File: src/rtl/fifo_param_pkg.sv
// Shared defaults, depth helper and operation encoding for the fifo_param family.
package fifo_param_pkg;

   localparam int FIFO_DEF_DATA_W = 8;
   localparam int FIFO_DEF_ADDR_W = 3;

   // Encoding is {write accepted, read accepted}
   typedef enum logic [1:0] {
      OP_IDLE  = 2'b00,
      OP_RD    = 2'b01,
      OP_WR    = 2'b10,
      OP_WR_RD = 2'b11
   } fifo_op_e;

   function automatic int fifo_depth(input int addr_w);
      return 1 << addr_w;
   endfunction

endpackage

File: src/rtl/fifo_param_if.sv
// Producer/consumer bus of fifo_param: write/read requests, data and status flags.
interface fifo_param_if
   import fifo_param_pkg::*;
#(
   parameter int DATA_W = FIFO_DEF_DATA_W,
   parameter int ADDR_W = FIFO_DEF_ADDR_W
);

   logic [DATA_W-1:0] buf_in;
   logic              wr_en;
   logic              rd_en;
   logic              err_clr;
   logic [DATA_W-1:0] buf_out;
   logic              buf_empty;
   logic              buf_full;
   logic              almost_empty;
   logic              almost_full;
   logic [ADDR_W:0]   fifo_counter;
   logic              overflow;
   logic              underflow;

   modport master (
      output buf_in, wr_en, rd_en, err_clr,
      input  buf_out, buf_empty, buf_full, almost_empty, almost_full,
             fifo_counter, overflow, underflow
   );

   modport slave (
      input  buf_in, wr_en, rd_en, err_clr,
      output buf_out, buf_empty, buf_full, almost_empty, almost_full,
             fifo_counter, overflow, underflow
   );

endinterface

File: src/rtl/fifo_param_mem.sv
// FIFO storage: DEPTH x DATA_W register array, one synchronous write port, one asynchronous read port.
module fifo_param_mem
   import fifo_param_pkg::*;
#(
   parameter int DATA_W = FIFO_DEF_DATA_W,
   parameter int ADDR_W = FIFO_DEF_ADDR_W
) (
   input  logic              clk,
   input  logic              we_i,
   input  logic [ADDR_W-1:0] waddr_i,
   input  logic [DATA_W-1:0] wdata_i,
   input  logic [ADDR_W-1:0] raddr_i,
   output logic [DATA_W-1:0] rdata_o
);

   localparam int DEPTH = fifo_depth(ADDR_W);

   // Contents are deliberately left unreset; occupancy tracking makes stale words invisible
   logic [DATA_W-1:0] mem_q [DEPTH];

   always_ff @(posedge clk) begin
      if (we_i) begin
         mem_q[waddr_i] <= wdata_i;
      end
   end

   assign rdata_o = mem_q[raddr_i];

endmodule

File: src/rtl/fifo_param.sv
// Parametrised synchronous FIFO with almost-full/empty thresholds, sticky error flags
// and a selectable registered or first-word-fall-through read port.
module fifo_param
   import fifo_param_pkg::*;
#(
   parameter int DATA_W    = FIFO_DEF_DATA_W,
   parameter int ADDR_W    = FIFO_DEF_ADDR_W,
   parameter int AF_THRESH = 6,
   parameter int AE_THRESH = 2,
   parameter int FWFT      = 0
) (
   input logic         clk,
   input logic         rst,
   fifo_param_if.slave bus
);

   localparam int                DEPTH     = fifo_depth(ADDR_W);
   localparam int                CNT_W     = ADDR_W + 1;
   localparam logic [CNT_W-1:0]  CNT_DEPTH = CNT_W'(DEPTH);
   localparam logic [CNT_W-1:0]  CNT_AF    = CNT_W'(AF_THRESH);
   localparam logic [CNT_W-1:0]  CNT_AE    = CNT_W'(AE_THRESH);
   localparam logic [CNT_W-1:0]  CNT_ONE   = CNT_W'(1);
   localparam logic [ADDR_W-1:0] PTR_ONE   = ADDR_W'(1);

   logic [ADDR_W-1:0] wr_ptr_q, wr_ptr_d;
   logic [ADDR_W-1:0] rd_ptr_q, rd_ptr_d;
   logic [CNT_W-1:0]  count_q, count_d;
   logic              overflow_q, overflow_d;
   logic              underflow_q, underflow_d;

   logic              empty;
   logic              full;
   logic              rd_ok;
   logic              wr_ok;
   logic [DATA_W-1:0] rd_data;
   fifo_op_e          op;

   assign empty = (count_q == '0);
   assign full  = (count_q == CNT_DEPTH);
   // A read frees a slot in the same cycle, so a full FIFO still accepts a paired write
   assign rd_ok = bus.rd_en & ~empty;
   assign wr_ok = bus.wr_en & (~full | rd_ok);
   assign op    = fifo_op_e'({wr_ok, rd_ok});

   always_comb begin
      wr_ptr_d = wr_ptr_q;
      rd_ptr_d = rd_ptr_q;
      count_d  = count_q;
      case (op)
         OP_WR: begin
            wr_ptr_d = wr_ptr_q + PTR_ONE;
            count_d  = count_q + CNT_ONE;
         end
         OP_RD: begin
            rd_ptr_d = rd_ptr_q + PTR_ONE;
            count_d  = count_q - CNT_ONE;
         end
         OP_WR_RD: begin
            wr_ptr_d = wr_ptr_q + PTR_ONE;
            rd_ptr_d = rd_ptr_q + PTR_ONE;
         end
         default: begin
         end
      endcase
   end

   // Set events take priority over a clear in the same cycle
   always_comb begin
      overflow_d  = overflow_q;
      underflow_d = underflow_q;
      if (bus.err_clr) begin
         overflow_d  = 1'b0;
         underflow_d = 1'b0;
      end
      if (bus.wr_en & ~wr_ok) begin
         overflow_d = 1'b1;
      end
      if (bus.rd_en & ~rd_ok) begin
         underflow_d = 1'b1;
      end
   end

   always_ff @(posedge clk or posedge rst) begin
      if (rst) begin
         wr_ptr_q    <= '0;
         rd_ptr_q    <= '0;
         count_q     <= '0;
         overflow_q  <= 1'b0;
         underflow_q <= 1'b0;
      end else begin
         wr_ptr_q    <= wr_ptr_d;
         rd_ptr_q    <= rd_ptr_d;
         count_q     <= count_d;
         overflow_q  <= overflow_d;
         underflow_q <= underflow_d;
      end
   end

   fifo_param_mem #(
      .DATA_W (DATA_W),
      .ADDR_W (ADDR_W)
   ) u_mem (
      .clk     (clk),
      .we_i    (wr_ok),
      .waddr_i (wr_ptr_q),
      .wdata_i (bus.buf_in),
      .raddr_i (rd_ptr_q),
      .rdata_o (rd_data)
   );

   generate
      if (FWFT != 0) begin : g_fwft
         // Head word is shown directly; forced to zero while nothing valid is stored
         assign bus.buf_out = empty ? '0 : rd_data;
      end else begin : g_reg
         logic [DATA_W-1:0] buf_out_q;
         always_ff @(posedge clk or posedge rst) begin
            if (rst) begin
               buf_out_q <= '0;
            end else if (rd_ok) begin
               buf_out_q <= rd_data;
            end
         end
         assign bus.buf_out = buf_out_q;
      end
   endgenerate

   assign bus.buf_empty    = empty;
   assign bus.buf_full     = full;
   assign bus.almost_empty = (count_q <= CNT_AE);
   assign bus.almost_full  = (count_q >= CNT_AF);
   assign bus.fifo_counter = count_q;
   assign bus.overflow     = overflow_q;
   assign bus.underflow    = underflow_q;

endmodule

File: src/flat_wrapper.sv
// flat-port wrapper written by rule: the top's interface ports become plain ports
module fifo_param_flat import fifo_param_pkg::*;
#(
   parameter int DATA_W    = FIFO_DEF_DATA_W,
   parameter int ADDR_W    = FIFO_DEF_ADDR_W,
   parameter int AF_THRESH = 6,
   parameter int AE_THRESH = 2,
   parameter int FWFT      = 0
)
  (clk, rst, bus_buf_in, bus_wr_en, bus_rd_en, bus_err_clr, bus_buf_out, bus_buf_empty, bus_buf_full, bus_almost_empty, bus_almost_full, bus_fifo_counter, bus_overflow, bus_underflow);
  fifo_param_if #(.DATA_W(DATA_W), .ADDR_W(ADDR_W)) bus_i ();
  input logic clk;
  input logic rst;
  input wire logic [$bits(bus_i.buf_in)-1:0] bus_buf_in;
  input wire logic [$bits(bus_i.wr_en)-1:0] bus_wr_en;
  input wire logic [$bits(bus_i.rd_en)-1:0] bus_rd_en;
  input wire logic [$bits(bus_i.err_clr)-1:0] bus_err_clr;
  output wire logic [$bits(bus_i.buf_out)-1:0] bus_buf_out;
  output wire logic [$bits(bus_i.buf_empty)-1:0] bus_buf_empty;
  output wire logic [$bits(bus_i.buf_full)-1:0] bus_buf_full;
  output wire logic [$bits(bus_i.almost_empty)-1:0] bus_almost_empty;
  output wire logic [$bits(bus_i.almost_full)-1:0] bus_almost_full;
  output wire logic [$bits(bus_i.fifo_counter)-1:0] bus_fifo_counter;
  output wire logic [$bits(bus_i.overflow)-1:0] bus_overflow;
  output wire logic [$bits(bus_i.underflow)-1:0] bus_underflow;
  assign bus_i.buf_in = bus_buf_in;
  assign bus_i.wr_en = bus_wr_en;
  assign bus_i.rd_en = bus_rd_en;
  assign bus_i.err_clr = bus_err_clr;
  assign bus_buf_out = bus_i.buf_out;
  assign bus_buf_empty = bus_i.buf_empty;
  assign bus_buf_full = bus_i.buf_full;
  assign bus_almost_empty = bus_i.almost_empty;
  assign bus_almost_full = bus_i.almost_full;
  assign bus_fifo_counter = bus_i.fifo_counter;
  assign bus_overflow = bus_i.overflow;
  assign bus_underflow = bus_i.underflow;
  fifo_param #(.DATA_W(DATA_W), .ADDR_W(ADDR_W), .AF_THRESH(AF_THRESH), .AE_THRESH(AE_THRESH), .FWFT(FWFT)) u_core (.clk(clk), .rst(rst), .bus(bus_i));
endmodule
File: config.mk
export PLATFORM = sky130hd
export DESIGN_NAME = fifo_param_flat
export DESIGN_NICKNAME = d
export VERILOG_FILES = /design/src/rtl/fifo_param_pkg.sv /design/src/rtl/fifo_param_if.sv /design/src/rtl/fifo_param_mem.sv /design/src/rtl/fifo_param.sv /design/src/flat_wrapper.sv
export SDC_FILE = /design/constraint.sdc
export NUM_CORES = 1
export LEC_CHECK = 0
export ABC_AREA = 1
export CAP_MARGIN = 20
export CORE_MARGIN = 8
export CORE_UTILIZATION = 30
export CTS_CLUSTER_DIAMETER = 50
export DETAILED_ROUTE_END_ITERATION = 10
export SYNTH_ARGS = -nofsm -noshare
export SYNTH_HDL_FRONTEND = slang
export SYNTH_SLANG_ARGS = --single-unit
File: constraint.sdc
create_clock -name clk -period 1.9 [get_ports clk]
set_input_delay 0.19 -clock clk [delete_from_list [all_inputs] [get_ports clk]]
set_output_delay 0.19 -clock clk [all_outputs]
set_load 0.01 [all_outputs]
==> out/qor.csv, run 1 <==
metric;value;unit
# rows;39;
Post-DP HPWL;5030;um
area of the multi-input gates;926;um^2
relative slew slack;0.628;
setup_tns;0;ps
Mapped Cells;302;
CTS buffer count;9;
power per cell area;1510;nW/um^2
largest family of logic cells by synthesized area;simple AND/OR/NAND/NOR gates;
Max Cap Viol;0;
Worst EP required;2130;ps
Synth Area per Inst;11.7;um^2
post-route insts no fill;502;
number of global-route vias before repair;2285;
async set-or-reset flop fraction in the synthesized netlist;0.238;
largest net degree at the start of global routing;35;
global-route wire length before repair;12400;um
Die Width;124;um
post-layout util;0.380;
met2 WL;3640;um
fin crit share;0.923;
worst-path cell chain;nor2_4 > nand2_2 > nand2_2 > nor2_4 > ha_1 > nand3_1 > nand3_1 > inv_1 > nand2_1 > nand2_1 > nand2_1 > nand2_1 > inv_1;
Die Span Y;124;um
final hold slack;203;ps
total power;6.61;mW
total gr overflow;0;
clk_skew;8.12;ps
placed cell areas;4070;um^2
adder-cell share of the synthesized area;0.0199;
Post-synth top cells;64 x edfxtp_1, 57 x nor2_1, 42 x nand2_1;
boundary pin count;31;
Post-DRT Antenna Nets;0;
drt via density;4.62;
f_max;570;MHz
final worst setup slack;147;ps
cell mode on critical path;nand2_1;
Antenna diodes;0;
routed wire length;7570;um
final slew viol count;0;
Total Routing Usage GR;0.0996;
Reg area;2420;um^2
fin nets;372;
Finished Cell Area;4360;um^2
Root Driver;clkbuf_16;
CORE AREA;11500;um^2
IO Port Bufs;30;
Setup Viol. Count Final;0;
latest clock arrival within the worst-skew pair;330;ps
Simple-Gate Fraction of Synth Area;0.144;
# fillers;1074;
Synth area leaders;edfxtp_1 55%, dfrtp_1 14%, nor2_1 6.1%, nand2_1 4.5%, o211ai_1 3.4%;
Synth top area share;0.545;
EDFF count, synth;64;
drt pass-1 iters;4;
Metal-1 WL;3540;um
share of layout cells above drive strength 1;0.134;
VDD IR max;0.000627;V
Netlist cell types;25;
status;completed;
crit path max-delay cell type;dfrtp_1;
CP Launch Type;register;
CTS clk-pin slew, worst paths;60;ps
CTS tree;built;
setup bufs post-CTS;0;
P_leak;1.69;nW
crit end category;register;
dominant cell type by area after synthesis;edfxtp_1;
compound-cell area share of the yosys netlist;0.0869;
Syn Std Cell Area;3530;um^2
Top Layer Used;met4;
antenna violations before repair;0;
Crit path largest cell delay;410;ps
Area Growth Syn to Fin;23.7;%
DRT iter0 DRCs;133;
via count;2319;
Seq/Total Area, Yosys;0.687;
H-tree Lvls;3;
Setup Slack @ Placement;10.6;ps
RD Place Congestion;0.756;
mux cell area share after synthesis;0;
XOR/XNOR share of the synthesized area;0.00994;
start-to-end type of the worst setup path;register to register;
DRC;0;
Slew @ Worst Pin;556;ps
delay-heaviest family, CP;simple AND/OR/NAND/NOR gates;
Crit Path Max Fanout;4;
Crit path buffers/inverters;2;
placed instance count;486;
Post-synth top flop;edfxtp_1;
unrepaired setup endpoints after global routing;no;
number of clock sinks;84;
top-count cell post-synth;edfxtp_1;
deepest clock path buffer count;2;
Synth Net Count;320;
Initial Util;0.307;
Final Hold Viols;0;
Die ar.;15500;um^2
CP arrival;1980;ps
number of synthesized register bits;84;
drt wl/cell;15.1;um
Synth Warn #;0;
metal3 WL;359;um
class of the worst hold path;primary input to asynchronous set/reset pin;
Final Critical Period;1750;ps
-- cells in the final DEF, fill, tap and decap left out --
cell and count:
o21ai_1 13, inv_6 1, o21ai_0 23, nand4_1 2, clkinv_2 1, fa_1 1
ha_1 4, clkinvlp_4 4, edfxtp_1 64, or2_2 1, xor2_1 3, dlymetal6s2s_1 3
nor2_1 56, nor2_2 1, clkinv_1 1, o211ai_1 16, nand2_2 3, inv_2 3
o22ai_1 1, nand3_1 16, inv_1 18, clkbuf_16 9, xnor2_1 1, dfrtp_1 20
nor2_4 2, clkinv_4 1, clkdlybuf4s50_1 27, buf_4 22, nand2_1 42
-- worst paths after layout --
path	start	endpoint	slack (ps)	cells past startpoint
max reg2reg	u_core.bus.fifo_counter[0]$_DFFE_PP0P_	u_core.bus.fifo_counter[3]$_DFFE_PP0P_	150	13
max	u_core.bus.fifo_counter[0]$_DFFE_PP0P_	u_core.bus.fifo_counter[3]$_DFFE_PP0P_	150	13
min in group clk	bus_err_clr	u_core.bus.underflow$_DFFE_PP0P_	470	2
min reg2reg	u_core.bus.buf_out[7]$_DFFE_PP0N_	u_core.bus.buf_out[7]$_DFFE_PP0N_	480	2
max in group asynchronous	rst	u_core.bus.fifo_counter[1]$_DFFE_PP0P_	1470	3
min	rst	u_core.bus.buf_out[4]$_DFFE_PP0N_	200	3
-- metal layers --
metal,global-route usage,vias up
met5,0,-
met4,0.0340,0
met3,0.0230,2
met2,0.159,51
met1,0.130,1117
li1,-,1149
-- area by class of cell --
type / count / share of cell area
clock inverters: 7 / 0.0121
repair buffers: 52 / 0.108
clock buffers: 9 / 0.0516
well taps: 143 / 0.0410
inverters: 22 / 0.0189
flip-flops and latches: 84 / 0.556
multi-input cells: 185 / 0.212
-- repair_timing --
| item | 4_1_cts | 5_1_grt |
|---|---|---|
| hold buffers | 0 | 0 |
| hold endpoints to repair | 0 | 0 |
| resized for setup | 0 | 5 |
| endpoints found under the setup margin | 0 | 3 |
-- flip-flops by register name, summed over array words and instances, names as in the netlist --
register,flops
u_core.rd_ptr_q,3
u_core.bus.fifo_counter,4
u_core.u_mem.mem_q,64
u_core.bus.underflow,1
u_core.wr_ptr_q,3
u_core.bus.buf_out,8
u_core.bus.overflow,1
-- power by group --
group	total (mW)	switching (mW)	internal (mW)
Sequential	2.57	0.177	2.39
Combinational	2.44	1.43	1.00
Clock	1.60	0.711	0.888
Total	6.61	2.32	4.29
-- cells by family after synthesis --
| logic type | Yosys count |
|---|---|
| buffers and inverters | 33 |
| XOR/XNOR | 4 |
| adder cells (fa/ha/maj) | 5 |
| flip-flops | 84 |
| AO/OA/AOI/OAI | 53 |
| AND/OR/NAND/NOR | 123 |
-- tightest hold or removal path, stage by stage --
cell and delay (ps):
clkdlybuf4s50_1 400, inv_1 50, buf_4 280
Note: power is estimated with default switching activity, not from simulation.
==> inputs of run 2 (changes only) <==
- ABC_AREA: 1 -> unset
==> run 2 against run 1 <==
  * The flow now finishes with violations (setup timing)
  * Critical path depth shrank 4
  * Wire length down 5.3%
  * Setup slack got worse by 520 ps
  * Flip-flop and latch count unchanged
  * Critical path type unchanged
  * Largest power group is now combinational logic
==> out/qor.csv, run 2 <==
metric;value;unit
DRC;0;
Post-synth top cells;64 x edfxtp_1, 20 x dfrtp_1, 20 x nand2_1;
top-count cell post-synth;edfxtp_1;
DRT iter0 DRCs;109;
Syn Std Cell Area;3500;um^2
met2 usage;0.168;
Total Routing Usage GR;0.0986;
IO Port Bufs;30;
Max Cap Viol;0;
Post-synth top flop;edfxtp_1;
clk_skew;8.71;ps
Pint;4.82;mW
placed cell areas;4200;um^2
Post-DRT Antenna Nets;0;
area of the multi-input gates;1070;um^2
relative slew slack;0.723;
worst-path cell chain;or3_4 > o21ai_2 > or2_4 > inv_4 > ha_4 > a211o_1 > and2_4 > a221o_1 > o221ai_1;
Finished Cell Area;4630;um^2
Clock power frac;0.246;
class of the worst hold path;primary input to asynchronous set/reset pin;
fin crit share;1.20;
CTS buffer count;9;
Final Critical Period;2270;ps
H-tree Lvls;3;
CTS tree;built;
drt pass-1 iters;4;
Antenna diodes;0;
number of global-route vias before repair;2151;
top register by number of flip-flops;u_core.u_mem.mem_q;
switching power;2.21;mW
most frequent cells in the layout;64 x edfxtp_1, 29 x buf_4, 27 x clkdlybuf4s50_1;
GRT met1 Usage;0.115;
final slew viol count;0;
Final Hold Viols;0;
Synth Warn #;0;
latest clock arrival within the worst-skew pair;330;ps
power per cell area;1520;nW/um^2
Initial Util;0.307;
final worst setup slack;-375;ps
crit path max-delay cell type;dfrtp_2;
EDFF count, synth;64;
CTS clk-pin slew, worst paths;60;ps
CORE AREA;11400;um^2
sw frac;0.314;
Die Width;124;um
Comb pwr share;0.387;
Slew @ Worst Pin;416;ps
drt via density;4.67;
RD Place Congestion;0.763;
max reg flops;64;
deepest clock path buffer count;2;
P_leak;1.76;nW
Seq/Total Area, Yosys;0.691;
crit end category;register;
Reg area;2420;um^2
number of synthesized register bits;84;
Setup Viol. Count Final;4;
status;finished with violations;
fin nets;313;
number of clock sinks;84;
Seq pwr share;0.367;
# fillers;1066;
dominant cell type by area after synthesis;edfxtp_1;
Mapped Cells;227;
Netlist cell types;37;
Synth Net Count;245;
met3 global-route usage;0.0286;
Synth area leaders;edfxtp_1 55%, dfrtp_1 14%, mux2_2 5.1%, mux2i_1 4.9%, a221o_1 2.6%;
global-route wire length before repair;11300;um
antenna violations before repair;0;
largest net degree at the start of global routing;35;
Synth Area per Inst;15.4;um^2
VDD IR max;0.000879;V
total gr overflow;0;
Crit path largest cell delay;410;ps
violated checks;setup timing;
Root Driver;clkbuf_16;
global routing's busiest layer;met2;
Area Growth Syn to Fin;32.2;%
Crit Path Max Fanout;3;
routed wire length;7170;um
async set-or-reset flop fraction in the synthesized netlist;0.238;
CP Launch Type;register;
boundary pin count;31;
Die ar.;15400;um^2
Worst EP required;2150;ps
most common cell after layout, fill and taps aside;edfxtp_1;
Post-DP HPWL;4970;um
f_max;440;MHz
share of layout cells above drive strength 1;0.310;
unrepaired setup endpoints after global routing;yes;
# rows;39;
Synth top area share;0.548;
CP arrival;2520;ps
drt wl/cell;16.2;um
start-to-end type of the worst setup path;register to register;
Die Span Y;124;um
via count;2067;
total power;7.03;mW
run 2: changes by cell type after synthesis, sizes merged, moves of 16 or more:
cell    change
mux2i      +17
nand3      -16
mux2       +18
o21ai      -26
nand2      -25
o211ai     -16
nor2       -49
run 2: worst paths after layout:
path | slack (ps) | end | startpoint | cells after the start
max | -370 | u_core.bus.fifo_counter[3]$_DFFE_PP0P_ | u_core.bus.fifo_counter[2]$_DFFE_PP0P_ | 9
min | 190 | u_core.rd_ptr_q[2]$_DFFE_PP0P_ | rst | 3
max reg2reg | -370 | u_core.bus.fifo_counter[3]$_DFFE_PP0P_ | u_core.bus.fifo_counter[2]$_DFFE_PP0P_ | 9
min reg2reg | 480 | u_core.bus.buf_out[6]$_DFFE_PP0N_ | u_core.bus.buf_out[6]$_DFFE_PP0N_ | 2
max in group asynchronous | 1470 | u_core.bus.fifo_counter[2]$_DFFE_PP0P_ | rst | 3
min in group clk | 480 | u_core.bus.buf_out[6]$_DFFE_PP0N_ | u_core.bus.buf_out[6]$_DFFE_PP0N_ | 2
run 2: per-stage QoR:
stage	setup slack (ps)	util	hold slack (ps)	setup TNS, ps	instances
2_1_floorplan	-579	-	154	-925	227
3_3_place_gp	-286	0.368	469	-1950	421
3_5_place_dp	-350	0.368	476	-2630	421
4_1_cts	-314	0.404	206	-460	443
5_1_grt	-435	0.406	246	-1170	443
6_report	-375	0.406	194	-661	443
run 2: power by group through the flow:
stage / clock (mW) / combinational [mW] / sequential [mW]
after floorplan: 0 / 1.50 / 2.68
after global routing: 1.82 / 2.94 / 2.62
final: 1.73 / 2.72 / 2.58
after global placement: 0 / 2.54 / 2.59
after detailed placement: 0 / 2.58 / 2.61
after CTS: 1.78 / 2.71 / 2.57
run 2: kinds of logic after synthesis:
group	count (synthesis)	share of synthesized area
muxes	35	0.107
xor gates and xnor gates	6	0.0150
AOI/OAI and AO/OA	37	0.0832
buffers and inverters	17	0.0286
DFF	84	0.691
and+or+nand+nor	43	0.0546
adders and majority gates	5	0.0200
run 2: metal layers:
metal,vias up,part of all wire
li1,998,-
met1,1018,0.44
met2,41,0.50
met3,10,0.044
met4,0,0.015
met5,-,0
run 2: final cells by class:
type                    count  share of cell area
repair buffers             67               0.136
clock inverters             7              0.0159
inverters                   7             0.00621
clock buffers               9              0.0486
well taps                 143              0.0386
flip-flops and latches     84               0.523
multi-input cells         126               0.231
run 2: critical path, delay by kind of cell, from the launching register on:
family,cells,cell delay (ps)
AO/OA/AOI/OAI,4,800
flip-flops,1,410
AND/OR/NAND/NOR,3,750
adder cells (fa/ha/maj),1,200
buffers and inverters,1,50
run 2: repair_timing:
item / 4_1_cts / 5_1_grt
setup buffers: 6 / 0
hold buffers: 0 / 0
pin swaps: 3 / 0
resized for setup: 21 / 6
hold endpoints to repair: 0 / 0
setup endpoints to repair: 33 / 54
==> inputs of run 3 (changes only) <==
- CAP_MARGIN: 20 -> 10
- PLACE_DENSITY_LB_ADDON: unset -> 0.2
==> run 3 against run 2 <==
  * The flow still finishes with violations (setup timing)
  * Maximum frequency increased by 1.6%
  * Register-to-register slack improved by 40 ps
  * Sequential power about the same
  * Wire length increased by 5.7%
  * Setup slack improved by 37 ps
  * Largest power group unchanged
==> out/qor.csv, run 3 (synthesized netlist as in run 2, its figures left out) <==
metric;value;unit
deepest clock path buffer count;2;
routed wire length;7570;um
switching power;2.21;mW
f_max;447;MHz
CTS clk-pin slew, worst paths;70;ps
antenna violations before repair;0;
Comb pwr share;0.387;
number of global-route vias before repair;2125;
Setup Viol. Count Final;4;
CORE AREA;11400;um^2
class of the worst hold path;primary input to asynchronous set/reset pin;
DRC;0;
CTS buffer count;9;
Post-DRT Antenna Nets;0;
count of hold-fix buffers inserted at cts;0;
violated checks;setup timing;
Worst Reg2Reg Path Length in Cells;9;
fin nets;318;
global-route wire length before repair;11900;um
drt via density;4.62;
met2 usage;0.167;
drt wl/cell;16.9;um
Root Driver;clkbuf_16;
Antenna diodes;0;
sw frac;0.313;
CP arrival;2480;ps
post-layout util;0.410;
Post-DP HPWL;5040;um
boundary pin count;31;
Die ar.;15400;um^2
total power;7.05;mW
VDD IR max;0.000738;V
drt pass-1 iters;4;
latest clock arrival within the worst-skew pair;330;ps
total gr overflow;0;
CTS tree;built;
unrepaired setup endpoints after global routing;yes;
share of layout cells above drive strength 1;0.325;
Total Routing Usage GR;0.105;
GRT met1 Usage;0.133;
Setup crit end;u_core.bus.fifo_counter[3]$_DFFE_PP0P_;
Crit Path Max Fanout;3;
clk_skew;7.46;ps
# rows;39;
max reg flops;64;
Final Hold Viols;0;
Die Span Y;124;um
Pint;4.84;mW
crit end category;register;
met3 global-route usage;0.0272;
relative slew slack;0.706;
Initial Util;0.307;
Slew @ Worst Pin;440;ps
most common cell after layout, fill and taps aside;edfxtp_1;
via count;2070;
power per cell area;1510;nW/um^2
global routing's busiest layer;met2;
largest net degree at the start of global routing;35;
Reg area;2420;um^2
status;finished with violations;
RD Place Congestion;0.676;
R2R Setup Slk;-340;ps
most frequent cells in the layout;64 x edfxtp_1, 33 x buf_4, 27 x clkdlybuf4s50_1;
P_leak;1.78;nW
final worst setup slack;-338;ps
Clock power frac;0.247;
# fillers;1078;
Worst EP required;2150;ps
Die Width;124;um
H-tree Lvls;3;
start-to-end type of the worst setup path;register to register;
Final Critical Period;2240;ps
Area Growth Syn to Fin;33.5;%
top register by number of flip-flops;u_core.u_mem.mem_q;
Critical Path Source;u_core.bus.fifo_counter[2]$_DFFE_PP0P_;
Max Cap Viol;0;
DRT iter0 DRCs;91;
placed cell areas;4210;um^2
CP Launch Type;register;
IO Port Bufs;30;
Finished Cell Area;4680;um^2
area of the multi-input gates;1070;um^2
final slew viol count;0;
fin crit share;1.18;
Seq pwr share;0.366;
startpoint of the worst register-to-register path;u_core.bus.fifo_counter[2]$_DFFE_PP0P_;
number of clock sinks;84;
Critical R2R Capture;u_core.bus.fifo_counter[3]$_DFFE_PP0P_;
run 3: worst min-delay path by stage:
stage	from	cells past startpoint	endpoint	slack, ps
floorplan	rst	1	u_core.bus.buf_out[0]$_DFFE_PP0N_	150
global placement	u_core.bus.buf_out[6]$_DFFE_PP0N_	2	u_core.bus.buf_out[6]$_DFFE_PP0N_	480
detailed placement	u_core.bus.buf_out[4]$_DFFE_PP0N_	2	u_core.bus.buf_out[4]$_DFFE_PP0N_	480
CTS	rst	3	u_core.bus.buf_out[5]$_DFFE_PP0N_	220
global route	rst	3	u_core.bus.buf_out[4]$_DFFE_PP0N_	250
finish	rst	3	u_core.bus.buf_out[4]$_DFFE_PP0N_	210
run 3: power by group through the flow:
stage          clock, mW  sequential, mW  combinational (mW)
3_3_place_gp           0            2.60                2.58
4_1_cts             1.79            2.57                2.74
6_report            1.74            2.58                2.73
3_5_place_dp           0            2.61                2.62
5_1_grt             1.87            2.63                2.99
2_1_floorplan          0            2.68                1.50
run 3: cell type report:
class / count / share of cell area
tap: 143 / 0.0383
multi-input combinational: 126 / 0.230
sequential: 84 / 0.518
timing repair buffer: 72 / 0.143
inverter: 7 / 0.00615
clock buffer: 9 / 0.0482
clock inverter: 7 / 0.0161
run 3: metal layers:
layer / vias up / share of wire
li1: 1009 / -
met1: 1026 / 0.47
met2: 29 / 0.48
met3: 6 / 0.038
met4: 0 / 0.010
met5: - / 0
run 3: repair_timing:
action / CTS / global route
resized for setup: 21 / 10
pin swaps: 3 / 1
gates cloned: 0 / 0
setup endpoints to repair: 42 / 33
setup buffers: 6 / 5
run 3: critical path, stage by stage, from the launching register on:
cell	delay, ps
dfrtp_2	400
or3_4	410
o21ai_4	150
or2_4	160
inv_4	40
ha_4	200
a211o_1	280
and2_4	170
a221o_1	280
o221ai_1	60
run 3: through the flow:
stage | TNS, ps | hold slack, ps | std cells | setup WS [ps]
2_1_floorplan | -925 | 154 | 227 | -579
3_3_place_gp | -4200 | 476 | 422 | -307
3_5_place_dp | -3690 | 479 | 422 | -352
4_1_cts | -411 | 218 | 444 | -311
5_1_grt | -1450 | 254 | 448 | -420
6_report | -500 | 207 | 448 | -338
